`src/rtl/datapath_arbiter_if.sv`:
```
// Bundle of requester-side and datapath-side signals for datapath_arbiter.
// The slave modport is the arbiter's view; master is the surrounding logic.
interface datapath_arbiter_if #(
    parameter int N_REQ = 4,
    parameter int DW    = 4
);
    logic [N_REQ-1:0]    Req;
    logic [N_REQ*DW-1:0] ReqData;
    logic [N_REQ-1:0]    Grant;
    logic [N_REQ-1:0]    Ack;
    logic [DW-1:0]       Result;
    logic                Err;
    logic                Busy;
    logic                DP_Start;
    logic [DW-1:0]       DP_DataIn;
    logic                DP_Done;
    logic [DW-1:0]       DP_Out;

    modport slave (
        input  Req, ReqData, DP_Done, DP_Out,
        output Grant, Ack, Result, Err, Busy, DP_Start, DP_DataIn
    );

    modport master (
        output Req, ReqData, DP_Done, DP_Out,
        input  Grant, Ack, Result, Err, Busy, DP_Start, DP_DataIn
    );
endinterface

```
`src/rtl/datapath_arbiter.sv`:
```
// Round-robin sharing of one Start/Done datapath among N_REQ requesters,
// with a Done-masking guard cycle and a watchdog that aborts hung jobs.
module datapath_arbiter #(
    parameter int N_REQ   = 4,
    parameter int DW      = 4,
    parameter int TIMEOUT = 255
) (
    input logic               CLK,
    input logic               RST_N,
    datapath_arbiter_if.slave bus
);
    localparam int IW = (N_REQ > 1) ? $clog2(N_REQ) : 1;
    localparam int TW = $clog2(TIMEOUT + 1);

    typedef enum logic [2:0] {
        S_IDLE,
        S_ISSUE,
        S_GUARD,
        S_WAIT,
        S_RESP
    } state_t;

    state_t            state, state_next;
    logic [IW-1:0]     ptr, ptr_next;
    logic [IW-1:0]     idx, idx_next;
    logic [TW-1:0]     timer, timer_next;
    logic [N_REQ-1:0]  grant, grant_next;
    logic [N_REQ-1:0]  ack, ack_next;
    logic [DW-1:0]     result, result_next;
    logic [DW-1:0]     data, data_next;
    logic              err, err_next;
    logic              busy, busy_next;
    logic              start, start_next;

    logic              found;
    logic [IW-1:0]     pick;
    logic [IW-1:0]     cand_idx;
    logic [DW-1:0]     pick_data;
    int                cand;

    // First set request bit at or above ptr, wrapping around.
    always_comb begin
        found     = 1'b0;
        pick      = '0;
        cand      = 0;
        cand_idx  = '0;
        pick_data = '0;
        for (int k = 0; k < N_REQ; k++) begin
            cand = int'(ptr) + k;
            if (cand >= N_REQ) begin
                cand = cand - N_REQ;
            end
            cand_idx = IW'(cand);
            if (!found && bus.Req[cand_idx]) begin
                found = 1'b1;
                pick  = cand_idx;
            end
        end
        for (int j = 0; j < N_REQ; j++) begin
            if (IW'(j) == pick) begin
                pick_data = bus.ReqData[j*DW +: DW];
            end
        end
    end

    always_comb begin
        state_next  = state;
        ptr_next    = ptr;
        idx_next    = idx;
        timer_next  = timer;
        grant_next  = grant;
        ack_next    = '0;
        result_next = result;
        err_next    = err;
        data_next   = data;
        busy_next   = busy;
        start_next  = 1'b0;
        case (state)
            S_IDLE: begin
                if (found) begin
                    idx_next   = pick;
                    data_next  = pick_data;
                    grant_next = N_REQ'(1) << pick;
                    start_next = 1'b1;
                    busy_next  = 1'b1;
                    state_next = S_ISSUE;
                end
            end
            S_ISSUE: begin
                timer_next = '0;
                state_next = S_GUARD;
            end
            // Done is deliberately not looked at here: it may still be high from the last job.
            S_GUARD: begin
                timer_next = timer + 1'b1;
                state_next = S_WAIT;
            end
            S_WAIT: begin
                if (bus.DP_Done) begin
                    result_next = bus.DP_Out;
                    err_next    = 1'b0;
                    ack_next    = grant;
                    state_next  = S_RESP;
                end else if (timer == TW'(TIMEOUT)) begin
                    result_next = '0;
                    err_next    = 1'b1;
                    ack_next    = grant;
                    state_next  = S_RESP;
                end else begin
                    timer_next = timer + 1'b1;
                end
            end
            S_RESP: begin
                grant_next = '0;
                busy_next  = 1'b0;
                ptr_next   = (idx == IW'(N_REQ - 1)) ? '0 : idx + 1'b1;
                state_next = S_IDLE;
            end
            default: begin
                state_next = S_IDLE;
            end
        endcase
    end

    always_ff @(posedge CLK) begin
        if (!RST_N) begin
            state  <= S_IDLE;
            ptr    <= '0;
            idx    <= '0;
            timer  <= '0;
            grant  <= '0;
            ack    <= '0;
            result <= '0;
            err    <= 1'b0;
            data   <= '0;
            busy   <= 1'b0;
            start  <= 1'b0;
        end else begin
            state  <= state_next;
            ptr    <= ptr_next;
            idx    <= idx_next;
            timer  <= timer_next;
            grant  <= grant_next;
            ack    <= ack_next;
            result <= result_next;
            err    <= err_next;
            data   <= data_next;
            busy   <= busy_next;
            start  <= start_next;
        end
    end

    assign bus.Grant     = grant;
    assign bus.Ack       = ack;
    assign bus.Result    = result;
    assign bus.Err       = err;
    assign bus.Busy      = busy;
    assign bus.DP_Start  = start;
    assign bus.DP_DataIn = data;
endmodule

```
`src/flat_wrapper.sv`:
```
// flat-port wrapper written by rule: the top's interface ports become plain ports
module datapath_arbiter_flat 
#(
    parameter int N_REQ   = 4,
    parameter int DW      = 4,
    parameter int TIMEOUT = 255
)
  (CLK, RST_N, bus_Req, bus_ReqData, bus_DP_Done, bus_DP_Out, bus_Grant, bus_Ack, bus_Result, bus_Err, bus_Busy, bus_DP_Start, bus_DP_DataIn);
  datapath_arbiter_if #(.N_REQ(N_REQ), .DW(DW)) bus_i ();
  input logic CLK;
  input logic RST_N;
  input wire logic [$bits(bus_i.Req)-1:0] bus_Req;
  input wire logic [$bits(bus_i.ReqData)-1:0] bus_ReqData;
  input wire logic [$bits(bus_i.DP_Done)-1:0] bus_DP_Done;
  input wire logic [$bits(bus_i.DP_Out)-1:0] bus_DP_Out;
  output wire logic [$bits(bus_i.Grant)-1:0] bus_Grant;
  output wire logic [$bits(bus_i.Ack)-1:0] bus_Ack;
  output wire logic [$bits(bus_i.Result)-1:0] bus_Result;
  output wire logic [$bits(bus_i.Err)-1:0] bus_Err;
  output wire logic [$bits(bus_i.Busy)-1:0] bus_Busy;
  output wire logic [$bits(bus_i.DP_Start)-1:0] bus_DP_Start;
  output wire logic [$bits(bus_i.DP_DataIn)-1:0] bus_DP_DataIn;
  assign bus_i.Req = bus_Req;
  assign bus_i.ReqData = bus_ReqData;
  assign bus_i.DP_Done = bus_DP_Done;
  assign bus_i.DP_Out = bus_DP_Out;
  assign bus_Grant = bus_i.Grant;
  assign bus_Ack = bus_i.Ack;
  assign bus_Result = bus_i.Result;
  assign bus_Err = bus_i.Err;
  assign bus_Busy = bus_i.Busy;
  assign bus_DP_Start = bus_i.DP_Start;
  assign bus_DP_DataIn = bus_i.DP_DataIn;
  datapath_arbiter #(.N_REQ(N_REQ), .DW(DW), .TIMEOUT(TIMEOUT)) u_core (.CLK(CLK), .RST_N(RST_N), .bus(bus_i));
endmodule
```
`config.mk`:
```
export PLATFORM = sky130hd
export DESIGN_NAME = datapath_arbiter_flat
export DESIGN_NICKNAME = d
export VERILOG_FILES = /design/src/rtl/datapath_arbiter_if.sv /design/src/rtl/datapath_arbiter.sv /design/src/flat_wrapper.sv
export SDC_FILE = /design/constraint.sdc
export NUM_CORES = 1
export LEC_CHECK = 0
export ABC_AREA = 1
export CAP_MARGIN = 20
export CORE_UTILIZATION = 45
export DETAILED_ROUTE_END_ITERATION = 10
export PLACE_DENSITY = 0.83
export RECOVER_POWER = 50
export SKIP_CTS_REPAIR_TIMING = 1
export SYNTH_ARGS = -nofsm -noshare
export SYNTH_HDL_FRONTEND = slang
export SYNTH_SLANG_ARGS = --single-unit
```
`constraint.sdc`:
```
create_clock -name CLK -period 1.8 [get_ports CLK]
set_input_delay 0.36 -clock CLK [delete_from_list [all_inputs] [get_ports CLK]]
set_output_delay 0.36 -clock CLK [all_outputs]
set_load 0.03 [all_outputs]
```
==> After elaboration in Yosys (flattened, before gate mapping) <==
Cells that the tools add are included.
W data, S select, Z words.
{ "word_totals": {"ff_bits": 34, "in_bits": 27, "out_inout_bits": 19, "wordCells": 103} }
{ "op_classes": {"add_sub_neg": 9, "n_lt_le_gt_ge": 8, "eq_ne": 13, "n_shift": 1, "muxes": 43, "reduce_logical": 18} }
{ "op_table": {"columns": ["cell", "count"], "rows": [
  ["$mux W4", 9],
  ["$pmux W8 S3", 1],
  ["$mux W2", 9],
  ["$mux W8", 2],
  ["$lt A2 B3 Y1 const B", 4],
  ["$mux W1", 12],
  ["$pmux W3 S4", 1],
  ["$reduce_and A2 Y1", 6],
  ["$ge A3 B3 Y1 const B", 3],
  ["$mux W3", 3],
  ["$add A8 B1 Y8 const B", 1],
  ["$bmux W1 S2", 4],
  ["$eq A8 B8 Y1 const B", 1],
  ["$pmux W4 S2", 1],
  ["$sub A2 B1 Y2 const B", 4],
  ["$add A2 B2 Y3 const B", 2],
  ["$eq A3 B2 Y1 const B", 2],
  ["$eq A2 B2 Y1 const A", 2],
  ["$ne A2 B2 Y1 const B", 2],
  ["$reduce_bool A2 Y1", 2],
  ["$shl A1 B2 Y4 const A", 1],
  ["$add A2 B1 Y3 const B", 1],
  ["$eq A3 B1 Y1 const B", 1],
  ["$eq A3 B3 Y1 const B", 1],
  ["other kinds (13)", 17]
]} }

==> Logic depth before layout (Yosys ltp) <==
{ "logic_depth": {"depth_word": 19, "ltp_mapped": 16, "mapped_depth_nobuf": 15} }

==> Least setup slack after synthesis <==
OpenSTA, ideal clock, no wires.
{ "synth_timing": {"path_type": "register to register", "start": "reg u_core.ptr[0]", "end": "reg u_core.data[0], in the netlist u_core.bus.DP_DataIn[0]", "setup_ns": 0.135, "arrival_ns": 1.523, "required_ns": 1.665, "slack_ns": 0.142, "stages_incl_launch_ff": 15, "n_path_buf": 2, "synth_period_minus_slack_ns": 1.658, "path_cell_list": "dfxtp_1 -> buf_6 -> inv_6 -> nand2_1 -> nand3_1 -> nand2_2 -> nor2_8 -> nand4_1 -> nand2_2 -> buf_6 -> clkinv_4 -> o21ai_1 -> nand3_1 -> nand2_1 -> a21oi_2"} }
{ "synth_between": {"elab_chain_len": 19, "word_cells_on_any_way": 46, "classes_between": "7 x add/sub; 4 x order compare; 3 x eq/ne; 24 x mux; 8 x reduce/logical"} }
{ "synth_lines": {"columns": ["item", "line_no", "text"], "rows": [
  ["start: declaration", "datapath_arbiter.sv:24", "logic [IW-1:0] ptr, ptr_next;"],
  ["start signal: assignment", "datapath_arbiter.sv:140", "ptr <= ptr_next;"],
  ["parallel branches: the longest is 19 deep, another holds $add A2 B1 Y3", null, null],
  ["end signal: assignment", "datapath_arbiter.sv:147", "data <= data_next;"],
  ["end: declaration", "datapath_arbiter.sv:30", "logic [DW-1:0] data, data_next;"]
]} }
Parallel ways; which one is timed is not known. The select of a mux whose other input is x is not followed.
A chain may end at the register's enable or synchronous reset.

==> Worst setup path after layout <==
{ "layout_timing": {"start": "reg u_core.ptr[1]", "end": "reg u_core.data[0], in the netlist u_core.bus.DP_DataIn[0]"} }
Same word-level chain as after synthesis.

==> flow_summary.ini <==
[global_route]
first_global_vias = 1755
grt_pass1_wl_um = 7327
grt_max_degree = 12
overflow = 0
antenna_found_initial = 0
grt_use_total_pct = 22.12

[yosys]
synth_nets = 283
synth_edf_count = 0
ys_seq_area_share_pct = 37.60
synth_adder_area_share_pct = 1.382
yosys_warnings = 0
synth_top_family_by_area = simple AND/OR/NAND/NOR gates
yosysMostFrequentCell = nand2_1
ys_ff_latch = 34
synthArstFlopShare_pct = 0
synth_area_per_cell_um2 = 7.128
synth-compound-area-share_pct = 11.89
synthSimpleGateAreaFrac_pct = 37.53
syn_inst = 254
syn_area_um2 = 1810
synth_xor_xnor_area_share_pct = 0.4838
ys.flop_type = dfxtp_1
synth_area_leader_cell = dfxtp_1
synth_top_cells_by_count = 65 x nand2_1, 34 x dfxtp_1, 34 x inv_1
yosys.area.top_type_share_pct = 37.60
synth.area.top_cells = dfxtp_1 38%, nand2_1 13%, inv_1 7.0%, nand3_1 6.9%, a21oi_1 4.1%
synth_mux_area_share_pct = 0
synth_cell_type_count = 31

[sta]
slew_headroom_pct = 55.01
fin_crit_ns = 1.844
fin_setup_tns_ns = -0.1143
finalMaxSlewViolations = 0
rsz0062_at_grt = yes
max_freq_mhz = 542.3
tightest_slew_ns = 0.6692
hold_viol = 0
skew_ns = 0.008851
fin_ws_ns = -0.04410
post-route-period-util_pct = 102.4
setup_violations = 4

[worst_hold_path]
holdPathStages = 2
min_path_type = reg -> reg
hold_start = u_core.bus.Result[3]
min_to = u_core.bus.Result[3]

[worst_setup_path]
r2r_slack_ns = -0.04
worstPathCellList = inv_2, nand2_1, nand2_4, nand2_4, nand2_4, nor2_8, nand3_2, nand3_2, nand2_4, nor2_4, nand2_1, nand2_1, inv_1, nand2_1, a21oi_2
timing.rr.start = u_core.ptr[1]
r2r_cells = 15
crit_slowest_cell = dfxtp_4
cp.required_ns = 1.98
timing.rr.end = u_core.bus.DP_DataIn[0]
worst-setup-path-type = reg -> reg
worst_ep_arrival_time_ns = 2.03
crit_fanout = 7
start_kind = flip-flop
cp_slowest_stage_delay_ns = 0.39
critPathLaunch = u_core.ptr[1]
worst_setup_path_end_kind = flip-flop

[drt]
postRouteAntennaNets = 0
routed_via_density = 5.114
route.vias.total = 1928
wl_um = 4894
drt-met1-wl_um = 2104
highest_layer = met4
dr.first_iter.drc_count = 97
wire_per_inst_um = 12.98
wl_met2_um = 2427
post-route-drc-count = 0
routed-wl-met3_um = 257
firstDrtPassIters = 4

[clock_tree]
clk_pin_slew_ns = 0.07
cts_tree = built
cts_sinks = 34
cts-root-buf = clkbuf_8
h-tree-depth = 2
clock_latency_ns = 0.29
numCtsBuffers = 5
clockBufferDepth = 2

[status]
failed_checks = negative setup slack
status = finished, violations left

[power]
p_leak_nw = 1.265
pwr-share-clk_pct = 38.2
vdd_ir_drop_max_v = 0.0005879
p_sw_w = 0.0006396
p_sw_share_pct = 27.93
p_int_w = 0.001650
combPwrFrac_pct = 25.7
p_seq_share_pct = 36.1
powerDensity_nw_per_um2 = 808.8

[layout]
layout.nets = 357
final_layout_size_suffix_gt1_share_pct = 29.48
post-route-util_pct = 75.08
final_cell_area_um2 = 2831
layoutNonFillerInstCount = 377
diodes = 0
area_growth_pct = 56.39

[job]
maxCapViolations = 0

[placed_design]
gp_congestion = 0.7893
io_buffers = 45
dp_cells = 364
dpl.hpwl_um = 3216
dpl_cell_area_um2 = 2457
post-place-ws_ns = -0.3730

[die]
placement_rows = 22
dieArea_um2 = 4281
ioPinCount = 46
core_area_um2 = 3771
start_util_pct = 48.01
die_w_um = 65.43
die_y_um = 65.43
[area by class of cell]
cell class | count | area, um^2
Sequential cell | 34 | 689.4
Multi-Input combinational cell | 175 | 1087
Tap cell | 48 | 60.06
Clock inverter | 2 | 60.06
Clock buffer | 6 | 82.58
Inverter | 40 | 165.2
Timing Repair Buffer | 72 | 686.9
Fill cell | 252 | 939.7
[worst max path at each step]
stage                                    endpoint  slack [ns]  cells after the start
after global routing      u_core.bus.DP_DataIn[2]       -0.13                     15
after floorplan           u_core.bus.DP_DataIn[0]        0.14                     14
after detailed placement  u_core.bus.DP_DataIn[1]       -0.37                     14
after global placement    u_core.bus.DP_DataIn[1]       -0.33                     14
after CTS                 u_core.bus.DP_DataIn[1]       -0.08                     14
final                     u_core.bus.DP_DataIn[0]       -0.04                     15
[sequential cells by signal (all words and copies together), names as in the netlist]
signal                cells
u_core.bus.DP_DataIn      4
u_core.bus.Grant          4
u_core.state              3
u_core.idx                2
u_core.bus.Err            1
u_core.ptr                2
u_core.bus.DP_Start       1
u_core.bus.Result         4
u_core.bus.Busy           1
u_core.timer              8
u_core.bus.Ack            4
[worst max-delay path, delay by kind of cell, from the launching register on]
| kind | cells | cell delay [ns] |
|---|---|---|
| compound gates | 1 | 0.05 |
| simple gates | 12 | 1.17 |
| buf+inv | 2 | 0.13 |
| flops | 1 | 0.39 |
[layout by cell type, fill, tap and decap left out, drive strengths merged, types with 2 or more instances in the layout]
master and n:
clkdlybuf4s50 37, nor2 22, o31ai 2, bufinv 2, dlygate4sd3 4, nand2 71
a21oi 19, o21ai 8, inv 39, nand4 2, dlymetal6s2s 4, clkbuf 8
dfxtp 34, nor3b 2, ha 2, buf 25, nor3 8, o32ai 2
o21bai 2, nand3 31
[per-layer routing]
layer / track usage (%) / up-vias
li1: - / 965
met1: 26.13 / 895
met2: 36.98 / 55
met3: 6.076 / 13
met4: 10.05 / 0
met5: 0 / -
[metrics by stage]
stage	total power (W)	hold slack [ns]
2_1_floorplan	0.001143	0.4464
3_3_place_gp	0.001351	0.4397
3_5_place_dp	0.001361	0.4482
4_1_cts	0.002228	0.4590
5_1_grt	0.002370	0.4807
6_report	0.002290	0.4679
[logic make-up (layout without fill, tap and decap cells)]
family | count (synthesis) | in the layout
compound gates | 35 | 35
xor+xnor | 1 | 1
fa+ha+maj | 2 | 2
buf+inv | 45 | 120
flops | 34 | 34
simple gates | 137 | 137
[power groups by stage]
stage / Combinational [W] / Sequential [W] / Clock (W)
floorplan: 0.000252 / 0.000891 / 0
CTS: 0.000524 / 0.000826 / 0.000878
detailed placement: 0.000519 / 0.000842 / 0
global placement: 0.000510 / 0.000841 / 0
global route: 0.000634 / 0.000831 / 0.000904
finish: 0.000589 / 0.000827 / 0.000874
Note: power is estimated with default switching activity, not from simulation.
